### src/rtl/block_move_controller_pkg.sv
// Shared definitions for the sliding-block move controller: word fields, FSM states, op codes.
package block_move_controller_pkg;

  localparam int ORIENT_BIT = 0;
  localparam int X_LSB      = 1;
  localparam int X_MSB      = 8;
  localparam int Y_LSB      = 9;
  localparam int Y_MSB      = 15;

  typedef enum logic [1:0] {
    ST_IDLE  = 2'd0,
    ST_CALC  = 2'd1,
    ST_CHECK = 2'd2,
    ST_DONE  = 2'd3
  } state_e;

  typedef enum logic [2:0] {
    OP_ORIENT = 3'd0,
    OP_LEFT   = 3'd1,
    OP_RIGHT  = 3'd2,
    OP_UP     = 3'd3,
    OP_DOWN   = 3'd4
  } op_e;

  function automatic logic [7:0] word_x(input logic [15:0] w);
    return w[X_MSB:X_LSB];
  endfunction

  function automatic logic [6:0] word_y(input logic [15:0] w);
    return w[Y_MSB:Y_LSB];
  endfunction

endpackage

### src/rtl/block_move_controller_rect_overlap.sv
// Combinational rectangle-overlap test between two block words; touching edges do not count.
module block_move_controller_rect_overlap
  import block_move_controller_pkg::*;
#(
  parameter int BLK_LEN = 16,
  parameter int BLK_THK = 8
) (
  input  logic [15:0] a_word_i,
  input  logic [15:0] b_word_i,
  output logic        overlap_o
);

  logic [8:0] ax_s, ay_s, aw_s, ah_s;
  logic [8:0] bx_s, by_s, bw_s, bh_s;

  assign ax_s = {1'b0, word_x(a_word_i)};
  assign ay_s = {2'b00, word_y(a_word_i)};
  assign bx_s = {1'b0, word_x(b_word_i)};
  assign by_s = {2'b00, word_y(b_word_i)};

  // Vertical blocks swap their long and short extents.
  assign aw_s = a_word_i[ORIENT_BIT] ? 9'(BLK_THK) : 9'(BLK_LEN);
  assign ah_s = a_word_i[ORIENT_BIT] ? 9'(BLK_LEN) : 9'(BLK_THK);
  assign bw_s = b_word_i[ORIENT_BIT] ? 9'(BLK_THK) : 9'(BLK_LEN);
  assign bh_s = b_word_i[ORIENT_BIT] ? 9'(BLK_LEN) : 9'(BLK_THK);

  assign overlap_o = (ax_s < bx_s + bw_s) && (bx_s < ax_s + aw_s) &&
                     (ay_s < by_s + bh_s) && (by_s < ay_s + ah_s);

endmodule

### src/rtl/block_move_controller.sv
// Block register file plus the IDLE/CALC/CHECK/DONE sequencer that validates and commits edits.
module block_move_controller
  import block_move_controller_pkg::*;
#(
  parameter int          NUM_BLOCKS = 4,
  parameter int          X_MAX      = 159,
  parameter int          Y_MAX      = 119,
  parameter int          BLK_LEN    = 16,
  parameter int          BLK_THK    = 8,
  parameter int          STEP       = 1,
  parameter logic [15:0] INIT0      = 16'h2814,
  parameter logic [15:0] INIT1      = 16'h5051,
  parameter logic [15:0] INIT2      = 16'h78A0,
  parameter logic [15:0] INIT3      = 16'hB4F1
) (
  input  logic        clock_i,
  input  logic        resetn_i,
  input  logic [1:0]  sel_i,
  input  logic        orient_in_i,
  input  logic        set_orient_i,
  input  logic        move_left_i,
  input  logic        move_right_i,
  input  logic        move_up_i,
  input  logic        move_down_i,
  output logic [15:0] block0_o,
  output logic [15:0] block1_o,
  output logic [15:0] block2_o,
  output logic [15:0] block3_o,
  output logic        busy_o,
  output logic        move_ok_o,
  output logic        move_rej_o,
  output logic [9:0]  move_count_o
);

  localparam logic [1:0]        LAST_IDX = 2'(NUM_BLOCKS - 1);
  localparam logic signed [9:0] STEP_S   = 10'(STEP);
  localparam logic signed [9:0] XMAX_S   = 10'(X_MAX);
  localparam logic signed [9:0] YMAX_S   = 10'(Y_MAX);
  localparam logic signed [9:0] LEN_S    = 10'(BLK_LEN);
  localparam logic signed [9:0] THK_S    = 10'(BLK_THK);

  state_e      state_q, state_d;
  op_e         op_q, op_d, req_op_s;
  logic [1:0]  sel_q, sel_d, scan_q, scan_d;
  logic        orient_q, orient_d;
  logic [15:0] cand_q, cand_d, cand_s, cur_s;
  logic        rej_q, rej_d;
  logic [15:0] blk_q [4];
  logic [15:0] blk_d [4];
  logic [9:0]  cnt_q, cnt_d;
  logic        busy_q, busy_d, ok_q, ok_d, rejp_q, rejp_d;
  logic        req_s, legal_s, axis_ok_s, overlap_s, co_s;
  logic signed [9:0] cx_s, cy_s, w_s, h_s;

  block_move_controller_rect_overlap #(
    .BLK_LEN (BLK_LEN),
    .BLK_THK (BLK_THK)
  ) u_overlap (
    .a_word_i  (cand_q),
    .b_word_i  (blk_q[scan_q]),
    .overlap_o (overlap_s)
  );

  // Request decode with fixed priority: orient, left, right, up, down.
  always_comb begin
    req_s    = set_orient_i | move_left_i | move_right_i | move_up_i | move_down_i;
    req_op_s = OP_DOWN;
    if (set_orient_i)      req_op_s = OP_ORIENT;
    else if (move_left_i)  req_op_s = OP_LEFT;
    else if (move_right_i) req_op_s = OP_RIGHT;
    else if (move_up_i)    req_op_s = OP_UP;
    else                   req_op_s = OP_DOWN;
  end

  // Candidate word and legality (axis + bounds); signed so stepping below zero is caught.
  always_comb begin
    cur_s     = blk_q[sel_q];
    cx_s      = {2'b00, word_x(cur_s)};
    cy_s      = {3'b000, word_y(cur_s)};
    co_s      = cur_s[ORIENT_BIT];
    axis_ok_s = 1'b1;
    case (op_q)
      OP_ORIENT: co_s = orient_q;
      OP_LEFT:   begin cx_s = cx_s - STEP_S; axis_ok_s = ~cur_s[ORIENT_BIT]; end
      OP_RIGHT:  begin cx_s = cx_s + STEP_S; axis_ok_s = ~cur_s[ORIENT_BIT]; end
      OP_UP:     begin cy_s = cy_s - STEP_S; axis_ok_s = cur_s[ORIENT_BIT]; end
      OP_DOWN:   begin cy_s = cy_s + STEP_S; axis_ok_s = cur_s[ORIENT_BIT]; end
      default:   axis_ok_s = 1'b0;
    endcase
    w_s     = co_s ? THK_S : LEN_S;
    h_s     = co_s ? LEN_S : THK_S;
    legal_s = axis_ok_s && (cx_s >= 10'sd0) && (cx_s + w_s - 10'sd1 <= XMAX_S) &&
              (cy_s >= 10'sd0) && (cy_s + h_s - 10'sd1 <= YMAX_S);
    cand_s  = {cy_s[6:0], cx_s[7:0], co_s};
  end

  // Sequencer next-state and commit logic.
  always_comb begin
    state_d  = state_q;
    op_d     = op_q;
    sel_d    = sel_q;
    orient_d = orient_q;
    cand_d   = cand_q;
    rej_d    = rej_q;
    scan_d   = scan_q;
    blk_d    = blk_q;
    cnt_d    = cnt_q;
    ok_d     = 1'b0;
    rejp_d   = 1'b0;
    case (state_q)
      ST_IDLE: begin
        if (req_s) begin
          state_d  = ST_CALC;
          op_d     = req_op_s;
          sel_d    = sel_i;
          orient_d = orient_in_i;
        end else begin
          state_d = ST_IDLE;
        end
      end
      ST_CALC: begin
        cand_d  = cand_s;
        rej_d   = ~legal_s;
        scan_d  = 2'd0;
        state_d = ST_CHECK;
      end
      ST_CHECK: begin
        // The own index still burns its cycle so latency never varies.
        if (!rej_q && (scan_q != sel_q) && overlap_s) rej_d = 1'b1;
        else                                          rej_d = rej_q;
        if (scan_q == LAST_IDX) begin
          state_d = ST_DONE;
        end else begin
          scan_d  = scan_q + 2'd1;
          state_d = ST_CHECK;
        end
      end
      ST_DONE: begin
        if (rej_q) begin
          rejp_d = 1'b1;
        end else begin
          blk_d[sel_q] = cand_q;
          ok_d         = 1'b1;
          if (cnt_q != 10'd1023) cnt_d = cnt_q + 10'd1;
          else                   cnt_d = cnt_q;
        end
        state_d = ST_IDLE;
      end
      default: state_d = ST_IDLE;
    endcase
    busy_d = (state_d != ST_IDLE);
  end

  // State and output registers with synchronous active-low reset.
  always_ff @(posedge clock_i) begin
    if (!resetn_i) begin
      state_q  <= ST_IDLE;
      op_q     <= OP_ORIENT;
      sel_q    <= 2'd0;
      orient_q <= 1'b0;
      cand_q   <= 16'h0000;
      rej_q    <= 1'b0;
      scan_q   <= 2'd0;
      blk_q[0] <= INIT0;
      blk_q[1] <= INIT1;
      blk_q[2] <= INIT2;
      blk_q[3] <= INIT3;
      cnt_q    <= 10'd0;
      busy_q   <= 1'b0;
      ok_q     <= 1'b0;
      rejp_q   <= 1'b0;
    end else begin
      state_q  <= state_d;
      op_q     <= op_d;
      sel_q    <= sel_d;
      orient_q <= orient_d;
      cand_q   <= cand_d;
      rej_q    <= rej_d;
      scan_q   <= scan_d;
      blk_q    <= blk_d;
      cnt_q    <= cnt_d;
      busy_q   <= busy_d;
      ok_q     <= ok_d;
      rejp_q   <= rejp_d;
    end
  end

  assign block0_o     = blk_q[0];
  assign block1_o     = blk_q[1];
  assign block2_o     = blk_q[2];
  assign block3_o     = blk_q[3];
  assign busy_o       = busy_q;
  assign move_ok_o    = ok_q;
  assign move_rej_o   = rejp_q;
  assign move_count_o = cnt_q;

endmodule

### config.mk
export PLATFORM = sky130hd
export DESIGN_NAME = block_move_controller
export DESIGN_NICKNAME = d
export VERILOG_FILES = /design/src/rtl/block_move_controller_pkg.sv /design/src/rtl/block_move_controller_rect_overlap.sv /design/src/rtl/block_move_controller.sv
export SDC_FILE = /design/constraint.sdc
export NUM_CORES = 1
export LEC_CHECK = 0
export BUFFER_PORTS_ARGS = -buffer_cell sky130_fd_sc_hd__buf_2
export CAP_MARGIN = 0
export CORE_MARGIN = 2
export CORE_UTILIZATION = 64
export DETAILED_ROUTE_END_ITERATION = 7
export GPL_TIMING_DRIVEN = 1
export PLACE_DENSITY = 0.93
export SETUP_SLACK_MARGIN = 0.02
export SKIP_LAST_GASP = 1
export SLEW_MARGIN = 10
export SYNTH_ARGS = -nofsm -noshare
export SYNTH_HDL_FRONTEND = slang
export SYNTH_SLANG_ARGS = --single-unit
### constraint.sdc
create_clock -name clock_i -period 10.2 [get_ports clock_i]
set_clock_uncertainty 0.2 [all_clocks]
set_input_delay 0.51 -clock clock_i [delete_from_list [all_inputs] [get_ports clock_i]]
set_output_delay 0.51 -clock clock_i [all_outputs]
set_load 0.005 [all_outputs]
==> results.yml <==
run_status:
  outcome: "completed"
floorplanning:
  chipWidth_um: 110
  die_h_um: 110
  core_region_area_um2: 10800
  ioPinCount: 87
  rows: 38
  die_area_um2: 12000
  initial_utilization: 0.659
placement:
  routabilityCongestion: 0.935
  preCtsSetupSlack_ps: 5620
  total_half_perimeter_wirelength_after_legalization_and_detailed_placement_um: 14100
  io_buffer_count: 86
timing:
  rsz0062_at_grt: "no"
  finalCritPeriodShare: 0.459
  timing_worst_slew_pin_value_ps: 1050
  setup-violations-final: 0
  tns_ps: 0
  timing.final.crit_period_ps: 4690
  timing.max_slew.rel_slack: 0.296
  final-hold-violation-count: 0
  timing.final.ws_setup_ps: 5510
  slew_violations: 0
  fmax_ghz: 0.213
pwr:
  power.leakage_uw: 0.00324
  cellPowerDensity_nw_per_um2: 153
  maximum_vdd_drop_uv: 97.7
final_layout:
  n_fill_cell: 727
  num-nets-final: 972
  flow.area_growth_from_synthesis_pct: 8.45
  num_antenna_cells: 0
  drive_above_1_share: 0.164
global_route:
  grt_first_pass_wirelength_um: 31300
  largest_net_degree_at_the_start_of_global_routing: 54
  gr-usage-all-layers: 0.337
  first_global_vias: 6553
  grt_overflow_total: 0
  antenna_found_initial: 0
cts:
  hold_buf_cts: 0
  root_buffer: "sky130_fd_sc_hd__clkbuf_8"
  cts.clk_slew.worst_paths_ps: 100
  clk_latency_ps: 390
  clock_sinks: 104
  post_cts_resize_count: 0
  tritoncts: "yes"
  cts_made_buffers: 9
  post_cts_buffers: 0
  htree_num_levels: 3
  cts_buffer_depth: 2
route:
  wl_um: 19900
  route.detailed.drc: 0
  firstDrtPassIters: 5
  vias: 6819
  remaining_antenna_violation_count_after_routing: 0
  detail_route.iter0.violations: 754
  wire_per_inst_um: 19.2
  drt-vias-per-instance: 6.58
flow_run:
  cap_violations: 0
logic_synthesis:
  synth_fp_nets: 916
  synthFlopType: "sky130_fd_sc_hd__dfxtp_1"
  synth_edf_count: 0
  synthesis.yosys.warnings: 0
  synth.yosys.seq_area_share: 0.292
  yosys.cell_types.count: 64
  netlist_area_um2: 7140
  count_of_state_elements_after_synthesis: 104
  async_flop_share: 0
  postSynthAreaPerCell_um2: 8.54
  synth_cells: 836
worst_setup_path:
  required_ps: 10320
  critical_path.startpoint_type: "flop"
  critical_path_arrival_ps: 4800
  worst-path-max-fanout: 26
  endpoint_kind: "flop"
  worstSetupPathType: "flop to flop"
worst_hold_path:
  holdCritPathClass: "input pin to flop"
[cells in the mapped netlist (7+ instances only)]
cell type                    n  area (µm²)
sky130_fd_sc_hd__o21ai_0    25         125
sky130_fd_sc_hd__inv_1      59         221
sky130_fd_sc_hd__mux4_2     26         586
sky130_fd_sc_hd__nand3_1    21         105
sky130_fd_sc_hd__nand2_1   143         537
sky130_fd_sc_hd__o211ai_1   20         150
sky130_fd_sc_hd__mux2i_1    19         190
sky130_fd_sc_hd__xnor2_1    21         184
sky130_fd_sc_hd__xor2_1     14         123
sky130_fd_sc_hd__and3_1      7        43.8
sky130_fd_sc_hd__and2_1      9        56.3
sky130_fd_sc_hd__a21oi_1    68         340
sky130_fd_sc_hd__a211oi_1    8        60.1
sky130_fd_sc_hd__or3_1       7        43.8
sky130_fd_sc_hd__dfxtp_1   104        2080
sky130_fd_sc_hd__nor3_1     20         100
sky130_fd_sc_hd__clkbuf_1   33         124
sky130_fd_sc_hd__nor2_1     55         206
sky130_fd_sc_hd__ha_1       64         801
[worst max-delay path: stages, from the launching register on]
cell and delay [ps]:
sky130_fd_sc_hd__dfxtp_1 330, sky130_fd_sc_hd__buf_4 380, sky130_fd_sc_hd__mux4_2 690, sky130_fd_sc_hd__inv_1 110
sky130_fd_sc_hd__ha_1 190, sky130_fd_sc_hd__nand2_1 90, sky130_fd_sc_hd__or4_1 530, sky130_fd_sc_hd__a21oi_1 130
sky130_fd_sc_hd__a21oi_1 50, sky130_fd_sc_hd__o21ai_1 120, sky130_fd_sc_hd__ha_1 260, sky130_fd_sc_hd__inv_1 60
sky130_fd_sc_hd__ha_1 230, sky130_fd_sc_hd__o21a_1 190, sky130_fd_sc_hd__o31a_1 150, sky130_fd_sc_hd__nor3_1 220
sky130_fd_sc_hd__o21bai_1 90, sky130_fd_sc_hd__a21oi_1 200, sky130_fd_sc_hd__xnor2_1 150, sky130_fd_sc_hd__nand2_1 70
sky130_fd_sc_hd__a41oi_1 160
[through the flow]
step / cell area, µm² / std cells / util / total power, µW / hold WS [ps]
floorplan: 7140 / 836 / - / 826 / 263
global placement: 7570 / 1021 / 0.698 / 906 / 269
detailed placement: 7570 / 1021 / 0.698 / 927 / 273
CTS: 7740 / 1037 / 0.714 / 1170 / 157
global route: 7740 / 1037 / 0.714 / 1250 / 151
finish: 7740 / 1037 / 0.714 / 1180 / 156
[layer usage]
metal	wire [µm]	global-route usage	share of wire
met5	0	0	0
met4	738	0.156	0.037
met3	2300	0.0860	0.12
met2	9400	0.554	0.47
met1	7430	0.416	0.37
[placed cells by master (no fill, tap or decap), types with 4 or more instances in the layout]
cell	n
sky130_fd_sc_hd__inv_1	58
sky130_fd_sc_hd__o31ai_1	4
sky130_fd_sc_hd__buf_2	86
sky130_fd_sc_hd__dfxtp_1	104
sky130_fd_sc_hd__nand3_1	21
sky130_fd_sc_hd__xor2_1	14
sky130_fd_sc_hd__mux4_2	26
sky130_fd_sc_hd__nand2_1	143
sky130_fd_sc_hd__a211oi_1	8
sky130_fd_sc_hd__nand2b_1	5
sky130_fd_sc_hd__and3_1	7
sky130_fd_sc_hd__and2_1	9
sky130_fd_sc_hd__mux4_1	6
sky130_fd_sc_hd__nor2_1	55
sky130_fd_sc_hd__clkbuf_8	10
sky130_fd_sc_hd__mux2i_1	19
sky130_fd_sc_hd__nor2b_1	4
sky130_fd_sc_hd__or3_1	7
sky130_fd_sc_hd__nor3_1	19
sky130_fd_sc_hd__nand4_1	6
sky130_fd_sc_hd__a21o_1	4
sky130_fd_sc_hd__o21a_1	6
sky130_fd_sc_hd__fa_1	6
sky130_fd_sc_hd__ha_1	64
sky130_fd_sc_hd__buf_4	5
sky130_fd_sc_hd__nor3b_1	4
sky130_fd_sc_hd__a21oi_1	68
sky130_fd_sc_hd__o21ai_0	25
sky130_fd_sc_hd__xnor2_1	21
sky130_fd_sc_hd__o211ai_1	20
[power by group]
part | internal, µW | leakage (µW) | total (µW) | switching (µW)
clock | 96.9 | 0.0000911 | 246 | 149
combinational | 204 | 0.00231 | 480 | 276
sequential | 425 | 0.000843 | 458 | 32.6
total | 727 | 0.00324 | 1180 | 458
[flip-flops by register name (all words and copies together), names as in the netlist, 2 cells and up]
register      flops
block0_o         16
block1_o         16
block2_o         16
block3_o         16
cand_q           16
move_count_o     10
op_q              3
scan_q            2
sel_q             2
state_q           2
[cell families after synthesis]
family	Yosys count	synth area share
flip-flops	104	0.292
AO/OA/AOI/OAI	166	0.147
buffers and inverters	106	0.0620
multiplexers	52	0.132
AND/OR/NAND/NOR	303	0.196
adder cells (fa/ha/maj)	70	0.129
XOR/XNOR	35	0.0429
[worst paths after layout]
| path | depth (start not counted) | slack [ps] | start | to |
|---|---|---|---|---|
| min | 3 | 160 | orient_in_i | orient_q$_SDFFE_PN0P_ |
| max reg2reg | 20 | 5510 | sel_q[0]$_SDFFE_PN0P_ | rej_q$_SDFFE_PN0P_ |
| min reg2reg | 2 | 290 | block2_o[4]$_SDFFE_PN0P_ | block2_o[4]$_SDFFE_PN0P_ |
| max | 20 | 5510 | sel_q[0]$_SDFFE_PN0P_ | rej_q$_SDFFE_PN0P_ |
[area by class of cell]
cell class	count	area [µm²]	area share
clock inverter	4	27.5	0.00355
multi-input combinational	626	4620	0.597
sequential	104	2080	0.269
clock buffer	12	145	0.0187
inverter	60	225	0.0291
tap	140	175	0.0226
timing repair buffer	91	468	0.0604
Note: power is estimated with default switching activity, not from simulation.
